[src/rtl/spi_master_driver_if.sv]
// Host-side and SPI-side signals of spi_master_driver.
// Modport master is the driver's own view; slave is the host/bench view. SPI_MASTER_IRQ_EN adds irq_o/irq_clr_i.
interface spi_master_driver_if;
    logic       start_i;
    logic [7:0] data_in_bi;
    logic       busy_o;
    logic       done_o;
    logic [7:0] data_out_bo;
    logic       spi_sclk_o;
    logic       spi_mosi_o;
    logic       spi_miso_i;
    logic       spi_cs_o;
`ifdef SPI_MASTER_IRQ_EN
    logic       irq_o;
    logic       irq_clr_i;
`endif

    modport master (
        input  start_i, data_in_bi, spi_miso_i,
        output busy_o, done_o, data_out_bo, spi_sclk_o, spi_mosi_o, spi_cs_o
`ifdef SPI_MASTER_IRQ_EN
        , input irq_clr_i, output irq_o
`endif
    );

    modport slave (
        output start_i, data_in_bi, spi_miso_i,
        input  busy_o, done_o, data_out_bo, spi_sclk_o, spi_mosi_o, spi_cs_o
`ifdef SPI_MASTER_IRQ_EN
        , output irq_clr_i, input irq_o
`endif
    );
endinterface

[src/rtl/spi_master_driver.sv]
// Single-byte SPI master, CPOL=0 CPHA=0, LSB first, full duplex, all outputs registered.
// Optional sticky completion flag irq_o enabled by defining SPI_MASTER_IRQ_EN.
module spi_master_driver #(
    parameter int unsigned CLK_DIV  = 4,
    parameter int unsigned CS_SETUP = 2,
    parameter int unsigned CS_HOLD  = 2,
    parameter int unsigned CS_IDLE  = 2
) (
    input  logic                  clk_i,
    input  logic                  rst_i,
    spi_master_driver_if.master   bus
);

    typedef enum logic [2:0] {
        IDLE,
        SETUP,
        SCLK_HIGH,
        SCLK_LOW,
        HOLD,
        GAP
    } state_t;

    localparam logic [15:0] SETUP_LAST = 16'(CS_SETUP - 1);
    localparam logic [15:0] DIV_LAST   = 16'(CLK_DIV - 1);
    localparam logic [15:0] HOLD_LAST  = 16'(CS_HOLD - 1);
    localparam logic [15:0] IDLE_LAST  = 16'(CS_IDLE - 1);

    state_t      state_q, state_d;
    logic [15:0] cnt_q, cnt_d;
    logic [2:0]  bit_q, bit_d;
    logic [7:0]  tx_q, tx_d;
    logic [7:0]  rx_q, rx_d;
    logic [7:0]  dout_q, dout_d;
    logic        sclk_q, sclk_d;
    logic        cs_q, cs_d;
    logic        mosi_q, mosi_d;
    logic        busy_q, busy_d;
    logic        done_q, done_d;

    always_ff @(posedge clk_i or posedge rst_i) begin
        if (rst_i) begin
            state_q <= IDLE;
            cnt_q   <= '0;
            bit_q   <= '0;
            tx_q    <= '0;
            rx_q    <= '0;
            dout_q  <= '0;
            sclk_q  <= 1'b0;
            cs_q    <= 1'b1;
            mosi_q  <= 1'b0;
            busy_q  <= 1'b0;
            done_q  <= 1'b0;
        end else begin
            state_q <= state_d;
            cnt_q   <= cnt_d;
            bit_q   <= bit_d;
            tx_q    <= tx_d;
            rx_q    <= rx_d;
            dout_q  <= dout_d;
            sclk_q  <= sclk_d;
            cs_q    <= cs_d;
            mosi_q  <= mosi_d;
            busy_q  <= busy_d;
            done_q  <= done_d;
        end
    end

    // cnt counts cycles spent in the current state; each state acts on its last cycle.
    always_comb begin
        state_d = state_q;
        cnt_d   = cnt_q + 16'd1;
        bit_d   = bit_q;
        tx_d    = tx_q;
        rx_d    = rx_q;
        dout_d  = dout_q;
        sclk_d  = sclk_q;
        cs_d    = cs_q;
        done_d  = 1'b0;

        unique case (state_q)
            IDLE: begin
                cnt_d = '0;
                if (bus.start_i) begin
                    tx_d    = bus.data_in_bi;
                    cs_d    = 1'b0;
                    bit_d   = '0;
                    state_d = SETUP;
                end
            end
            SETUP: begin
                if (cnt_q == SETUP_LAST) begin
                    cnt_d   = '0;
                    sclk_d  = 1'b1;
                    rx_d    = {bus.spi_miso_i, rx_q[7:1]};
                    state_d = SCLK_HIGH;
                end
            end
            SCLK_HIGH: begin
                if (cnt_q == DIV_LAST) begin
                    cnt_d  = '0;
                    sclk_d = 1'b0;
                    tx_d   = {1'b0, tx_q[7:1]};
                    if (bit_q == 3'd7) begin
                        state_d = HOLD;
                    end else begin
                        bit_d   = bit_q + 3'd1;
                        state_d = SCLK_LOW;
                    end
                end
            end
            SCLK_LOW: begin
                if (cnt_q == DIV_LAST) begin
                    cnt_d   = '0;
                    sclk_d  = 1'b1;
                    rx_d    = {bus.spi_miso_i, rx_q[7:1]};
                    state_d = SCLK_HIGH;
                end
            end
            HOLD: begin
                if (cnt_q == HOLD_LAST) begin
                    cnt_d   = '0;
                    cs_d    = 1'b1;
                    dout_d  = rx_q;
                    done_d  = 1'b1;
                    state_d = GAP;
                end
            end
            GAP: begin
                if (cnt_q == IDLE_LAST) begin
                    cnt_d   = '0;
                    state_d = IDLE;
                end
            end
            default: begin
                cnt_d   = '0;
                state_d = IDLE;
            end
        endcase

        // Registered copies track the next state so busy/MOSI line up with the state register.
        busy_d = (state_d != IDLE);
        mosi_d = cs_d ? 1'b0 : tx_d[0];
    end

    assign bus.busy_o      = busy_q;
    assign bus.done_o      = done_q;
    assign bus.data_out_bo = dout_q;
    assign bus.spi_sclk_o  = sclk_q;
    assign bus.spi_mosi_o  = mosi_q;
    assign bus.spi_cs_o    = cs_q;

`ifdef SPI_MASTER_IRQ_EN
    logic irq_q;

    // Setting on both the rising done edge and the visible done cycle keeps a clear
    // that coincides with the done_o pulse from dropping the event.
    always_ff @(posedge clk_i or posedge rst_i) begin
        if (rst_i) begin
            irq_q <= 1'b0;
        end else if (done_d || done_q) begin
            irq_q <= 1'b1;
        end else if (bus.irq_clr_i) begin
            irq_q <= 1'b0;
        end
    end

    assign bus.irq_o = irq_q;
`endif

endmodule

[src/flat_wrapper.sv]
// flat-port wrapper written by rule: the top's interface ports become plain ports
module spi_master_driver_flat 
#(
    parameter int unsigned CLK_DIV  = 4,
    parameter int unsigned CS_SETUP = 2,
    parameter int unsigned CS_HOLD  = 2,
    parameter int unsigned CS_IDLE  = 2
)
  (clk_i, rst_i, bus_start_i, bus_data_in_bi, bus_spi_miso_i, bus_busy_o, bus_done_o, bus_data_out_bo, bus_spi_sclk_o, bus_spi_mosi_o, bus_spi_cs_o);
  spi_master_driver_if bus_i ();
  input  logic clk_i;
  input  logic rst_i;
  input wire logic [$bits(bus_i.start_i)-1:0] bus_start_i;
  input wire logic [$bits(bus_i.data_in_bi)-1:0] bus_data_in_bi;
  input wire logic [$bits(bus_i.spi_miso_i)-1:0] bus_spi_miso_i;
  output wire logic [$bits(bus_i.busy_o)-1:0] bus_busy_o;
  output wire logic [$bits(bus_i.done_o)-1:0] bus_done_o;
  output wire logic [$bits(bus_i.data_out_bo)-1:0] bus_data_out_bo;
  output wire logic [$bits(bus_i.spi_sclk_o)-1:0] bus_spi_sclk_o;
  output wire logic [$bits(bus_i.spi_mosi_o)-1:0] bus_spi_mosi_o;
  output wire logic [$bits(bus_i.spi_cs_o)-1:0] bus_spi_cs_o;
  assign bus_i.start_i = bus_start_i;
  assign bus_i.data_in_bi = bus_data_in_bi;
  assign bus_i.spi_miso_i = bus_spi_miso_i;
  assign bus_busy_o = bus_i.busy_o;
  assign bus_done_o = bus_i.done_o;
  assign bus_data_out_bo = bus_i.data_out_bo;
  assign bus_spi_sclk_o = bus_i.spi_sclk_o;
  assign bus_spi_mosi_o = bus_i.spi_mosi_o;
  assign bus_spi_cs_o = bus_i.spi_cs_o;
  spi_master_driver #(.CLK_DIV(CLK_DIV), .CS_SETUP(CS_SETUP), .CS_HOLD(CS_HOLD), .CS_IDLE(CS_IDLE)) u_core (.clk_i(clk_i), .rst_i(rst_i), .bus(bus_i));
endmodule
[config.mk]
export PLATFORM = sky130hd
export DESIGN_NAME = spi_master_driver_flat
export DESIGN_NICKNAME = d
export VERILOG_FILES = /design/src/rtl/spi_master_driver_if.sv /design/src/rtl/spi_master_driver.sv /design/src/flat_wrapper.sv
export SDC_FILE = /design/constraint.sdc
export NUM_CORES = 1
export LEC_CHECK = 0
export ABC_AREA = 1
export CORE_UTILIZATION = 34
export DETAILED_ROUTE_END_ITERATION = 16
export PLACE_DENSITY = 0.55
export SYNTH_ARGS = -nofsm -noshare
export SYNTH_HDL_FRONTEND = slang
export SYNTH_SLANG_ARGS = --single-unit
[constraint.sdc]
create_clock -name clk_i -period 1.5 [get_ports clk_i]
set_clock_uncertainty 0.1 [all_clocks]
set_input_delay 0.15 -clock clk_i [delete_from_list [all_inputs] [get_ports clk_i]]
set_output_delay 0.15 -clock clk_i [all_outputs]
set_load 0.01 [all_outputs]
Word level (Yosys, flattened, before mapping). Cells that the tools add are included.

Register bits after elaboration: 51. Bits of input ports: 12. Output and inout bits: 13. Word-level logic and storage cells: 70.

Add/sub/neg operators: 2. Equal/unequal tests: 13. Mux-type cells: 31. Reduce and logical (&&, ||, !) cells: 12.

Operators with widths (number): $mux W16 (2); $mux W8 (4); $pmux W16 S2 (1); $pmux W8 S2 (2); $mux W3 (10); $pmux W3 S6 (1); $add A16 B1 Y16 const B (1); $eq A16 B1 Y1 const B (1); $eq A16 B2 Y1 const B (1); $eq A3 B3 Y1 const B (3); $mux W1 (8); $reduce_and A4 Y1 (2); $eq A3 B2 Y1 const B (2); $ne A2 B1 Y1 const B (3); $pmux W3 S2 (1); $reduce_and A3 Y1 (2); $reduce_bool A3 Y1 (2); $ne A2 B2 Y1 const B (2); $reduce_bool A2 Y1 (2); $add A3 B1 Y3 const B (1); $eq A3 B1 Y1 const B (1); $logic_not A3 Y1 (1); $pmux W1 S3 (1); $reduce_or A3 Y1 (1); 3 further kinds (3).

Logic depth before layout (Yosys ltp).
Depth after elaboration: 5. Gate-level depth with buffers: 11. Mapped depth without buffers: 11.

Worst setup path before layout. Ideal clock, no wire load.

Path type: register -> register. From: reg u_core.cnt_q[0]. To: reg u_core.cnt_q[14]. Library setup time: 0.120 ns. Arrival: 1.237 ns. Data required time: 1.280 ns. Path slack: 0.043 ns. Stages on the path, launching flop included: 9. Path buffers: 0. Clock period less this slack: 1.457 ns. Path through: dfrtp_1 ha_1 nand2_1 nor2_2 nand2_1 nor2_1 nand2_1 xor2_1 nor2_1.

Longest elaborated chain between the ends: 3. Elaborated cells on any way between the ends: 6. Those cells by class: add/sub (1); eq/ne (2); mux (3).

Ends and longest elaborated chain: from (decl) (line spi_master_driver.sv:29) `logic [15:0] cnt_q, cnt_d;`; from (signal assigned) (line spi_master_driver.sv:55) `cnt_q <= cnt_d;`; $add A16 B1 Y16 (tied with other cells) (line spi_master_driver.sv:71) `cnt_d = cnt_q + 16'd1;`; $mux W16 (on tied branches); $pmux W16 S2 (*) (line spi_master_driver.sv:80) `unique case (state_q)`; named net u_core.cnt_d[14] (line spi_master_driver.sv:29).

Mark *: on every way through the listed nets, which the timed path passes. The rest lies on a longest branch. A chain may end at the register's enable or synchronous reset.

Final worst setup path. Ends and elaborated chain as after synthesis.

==> qor.yml <==
maxClockFrequency_ghz: 0.6299
die_w_microns: 87.96
die_area_sq_um: 7737
fin_nets: 387
rows: 30
place.gp.congestion: 0.8731
crit_path_end_kind: "register"
antenna_found_initial: 0
clk_pin_slew_ns: 0.10
first_pass_iters: 5
p_per_area_nw_per_um2: 689.1
worst_slack_ns: -0.08746
core_sq_um: 6982
final_area_sq_um: 3613
period_needed_ns: 1.587
cp_max_fo: 5
hold_path_class: "input port to async pin"
yosysWarnings: 0
antenna_cells: 0
dr_total_vias: 2117
maxSlewViolCount: 0
dp_slack_ns: -0.09318
track_usage_pct: 15.69
synth.yosys.seq_area_share_pct: 50.85
start_util_pct: 35.99
die_h_microns: 87.96
max-slew-margin-rel_pct: 81.51
drc: 0
worst_ep_arrival_time_ns: 1.73
tightest_slew_ns: 0.2771
fillCellCount: 656
rsz0062_at_grt: "yes"
grt_pass1_wl_microns: 9218
drtIter0Drc: 63
min_period_over_period_pct: 105.8
synth_area_sq_um: 2512
ctsHoldBuffers: 0
start_kind: "register"
cts.sinks: 51
place_area_sq_um: 3149
worstSetupPathType: "register to register"
syn_nets: 316
cts_max_path_buffers: 2
async_flop_share_pct: 100.0
area.growth.synth_to_final_pct: 43.82
post_drt_wl_per_cell_microns: 11.97
cts_buffers: 5
p_leak_uw: 0.001755
violations: "setup timing"
avgSynthCellArea_sq_um: 8.375
drv_cap: 0
grt_pass1_vias: 2044
io_buffers: 24
via_per_inst: 4.524
cts_tree: "built"
clock_tree.root_cell: "clkbuf_8"
htreeDepth: 2
dp_hpwl_microns: 3697
synth_seq_cells: 51
drt_wl_total_microns: 5602
clock_latency_ns: 0.31
num_io_pins: 25
ff2ff_path_depth: 9
ant_nets: 0
setup_viol: 36
synth.distinct_cells: 28
synth_top_flop_cell: "dfrtp_1"
grt_max_degree: 52
syn_inst: 300
overflow: 0
peakVddDrop_mv: 0.4506
critPathRequiredTime_ns: 1.65
status: "finished with violations"
layout-drive-gt1-share_pct: 34.68
hold_violations: 0
synth-edff-count: 0
[cell type report]
| class | instances | area [sq um] | area share [%] |
|---|---|---|---|
| Clock buffer | 6 | 82.58 | 2.285 |
| Timing Repair inverter | 1 | 7.507 | 0.2078 |
| Multi-Input combinational cell | 221 | 1376 | 38.09 |
| Timing Repair Buffer | 63 | 579.3 | 16.03 |
| Clock inverter | 2 | 38.79 | 1.073 |
| Inverter | 28 | 127.6 | 3.532 |
| Tap cell | 96 | 120.1 | 3.324 |
| Sequential cell | 51 | 1281 | 35.46 |
[Yosys cell counts (2+ instances only)]
cell type	count	area [sq um]
a21oi_1	7	35.03
dfrtp_1	50	1251
ha_1	4	50.05
inv_1	20	75.07
inv_2	7	26.28
nand2_1	99	371.6
nand2_2	5	31.28
nand2_4	5	56.30
nand3_1	23	115.1
nand4_1	4	25.02
nor2_1	36	135.1
nor2_2	5	31.28
nor2_4	3	33.78
nor2_8	2	40.04
nor3_1	4	20.02
o21ai_0	3	15.01
o21ai_1	4	20.02
xor2_1	9	78.83
[metal layers]
metal  wire length (microns)  track usage [%]
met5                       0                0
met2                    2630            25.23
met4                     105            6.259
met1                    2668            20.52
met3                     198            3.487
[power breakdown]
part           total [uW]  internal [uW]  switching (uW)
Combinational        71.8           35.6            36.2
Sequential           1390           1380            7.05
Clock                1030            549             479
[registers in the layout (all words and copies together), names as in the netlist]
register                count
u_core.bit_q                3
u_core.bus.busy_o           1
u_core.bus.data_out_bo      8
u_core.bus.done_o           1
u_core.bus.spi_cs_o         1
u_core.bus.spi_mosi_o       1
u_core.bus.spi_sclk_o       1
u_core.cnt_q               16
u_core.rx_q                 8
u_core.state_q              3
u_core.tx_q                 8
[cells by family (layout without fill, tap and decap cells)]
logic type	Yosys count	count (layout)	share of synthesized area (%)
and+or+nand+nor	190	191	35.41
DFF	51	51	50.85
buffers and inverters	29	100	4.831
AOI/OAI and AO/OA	16	16	3.436
xor gates and xnor gates	10	10	3.486
adders and majority gates	4	4	1.992
[critical path: stages (launching register included)]
cell,delay (ns)
dfrtp_1,0.42
ha_2,0.20
nand2_2,0.08
nor2_4,0.05
nand2_4,0.09
inv_6,0.06
o21ai_4,0.24
buf_6,0.16
clkinv_8,0.06
nor2_1,0.08
[metrics by stage]
step                total power [uW]  TNS (ns)  util [%]  hold slack, ns  instances
finish                          2490    -1.877     51.76          0.1005        468
global route                    2596    -6.594     51.76          0.1093        468
CTS                             2515    -1.755     48.26          0.1161        466
detailed placement              1491    -1.734     45.11          0.3589        454
global placement                1491    -1.992     45.11          0.3557        454
floorplan                       1443         0         -          0.1666        300
[worst paths after layout]
path,startpoint,endpoint,slack [ns]
worst max-delay path,u_core.cnt_q[0]$_DFF_PP0_,u_core.cnt_q[14]$_DFF_PP0_,-0.09
worst min-delay path,rst_i,u_core.cnt_q[14]$_DFF_PP0_,0.10
worst max register to register,u_core.cnt_q[0]$_DFF_PP0_,u_core.cnt_q[14]$_DFF_PP0_,-0.09
worst min register to register,u_core.rx_q[0]$_DFFE_PP0P_,u_core.rx_q[0]$_DFFE_PP0P_,0.38
max in group asynchronous,rst_i,u_core.bus.spi_cs_o$_DFF_PP1_,0.92
min in group clk_i,bus_data_in_bi[7],u_core.tx_q[7]$_DFFE_PP0P_,0.27
[layout by cell type (no fill, tap or decap), drive strengths merged]
| cell type | instances |
|---|---|
| a22oi | 1 |
| a21oi | 7 |
| nand2 | 110 |
| nand3 | 24 |
| ha | 4 |
| dfrtp | 50 |
| xor2 | 9 |
| clkdlybuf4s50 | 20 |
| buf | 39 |
| xnor2 | 1 |
| dlymetal6s2s | 3 |
| or2 | 2 |
| nand4 | 4 |
| clkinvlp | 1 |
| clkinv | 2 |
| bufinv | 1 |
| dfstp | 1 |
| dlygate4sd2 | 1 |
| inv | 27 |
| nand3b | 1 |
| clkbuf | 6 |
| nor3 | 4 |
| nor2 | 46 |
| o21ai | 8 |
[timing repair]
item	4_1_cts	5_1_grt
endpoints found under the setup margin	37	53
pin swaps	10	13
cloned	2	0
setup buffers	2	2
resized for setup	23	61
Power figures use the tool's default switching activity.
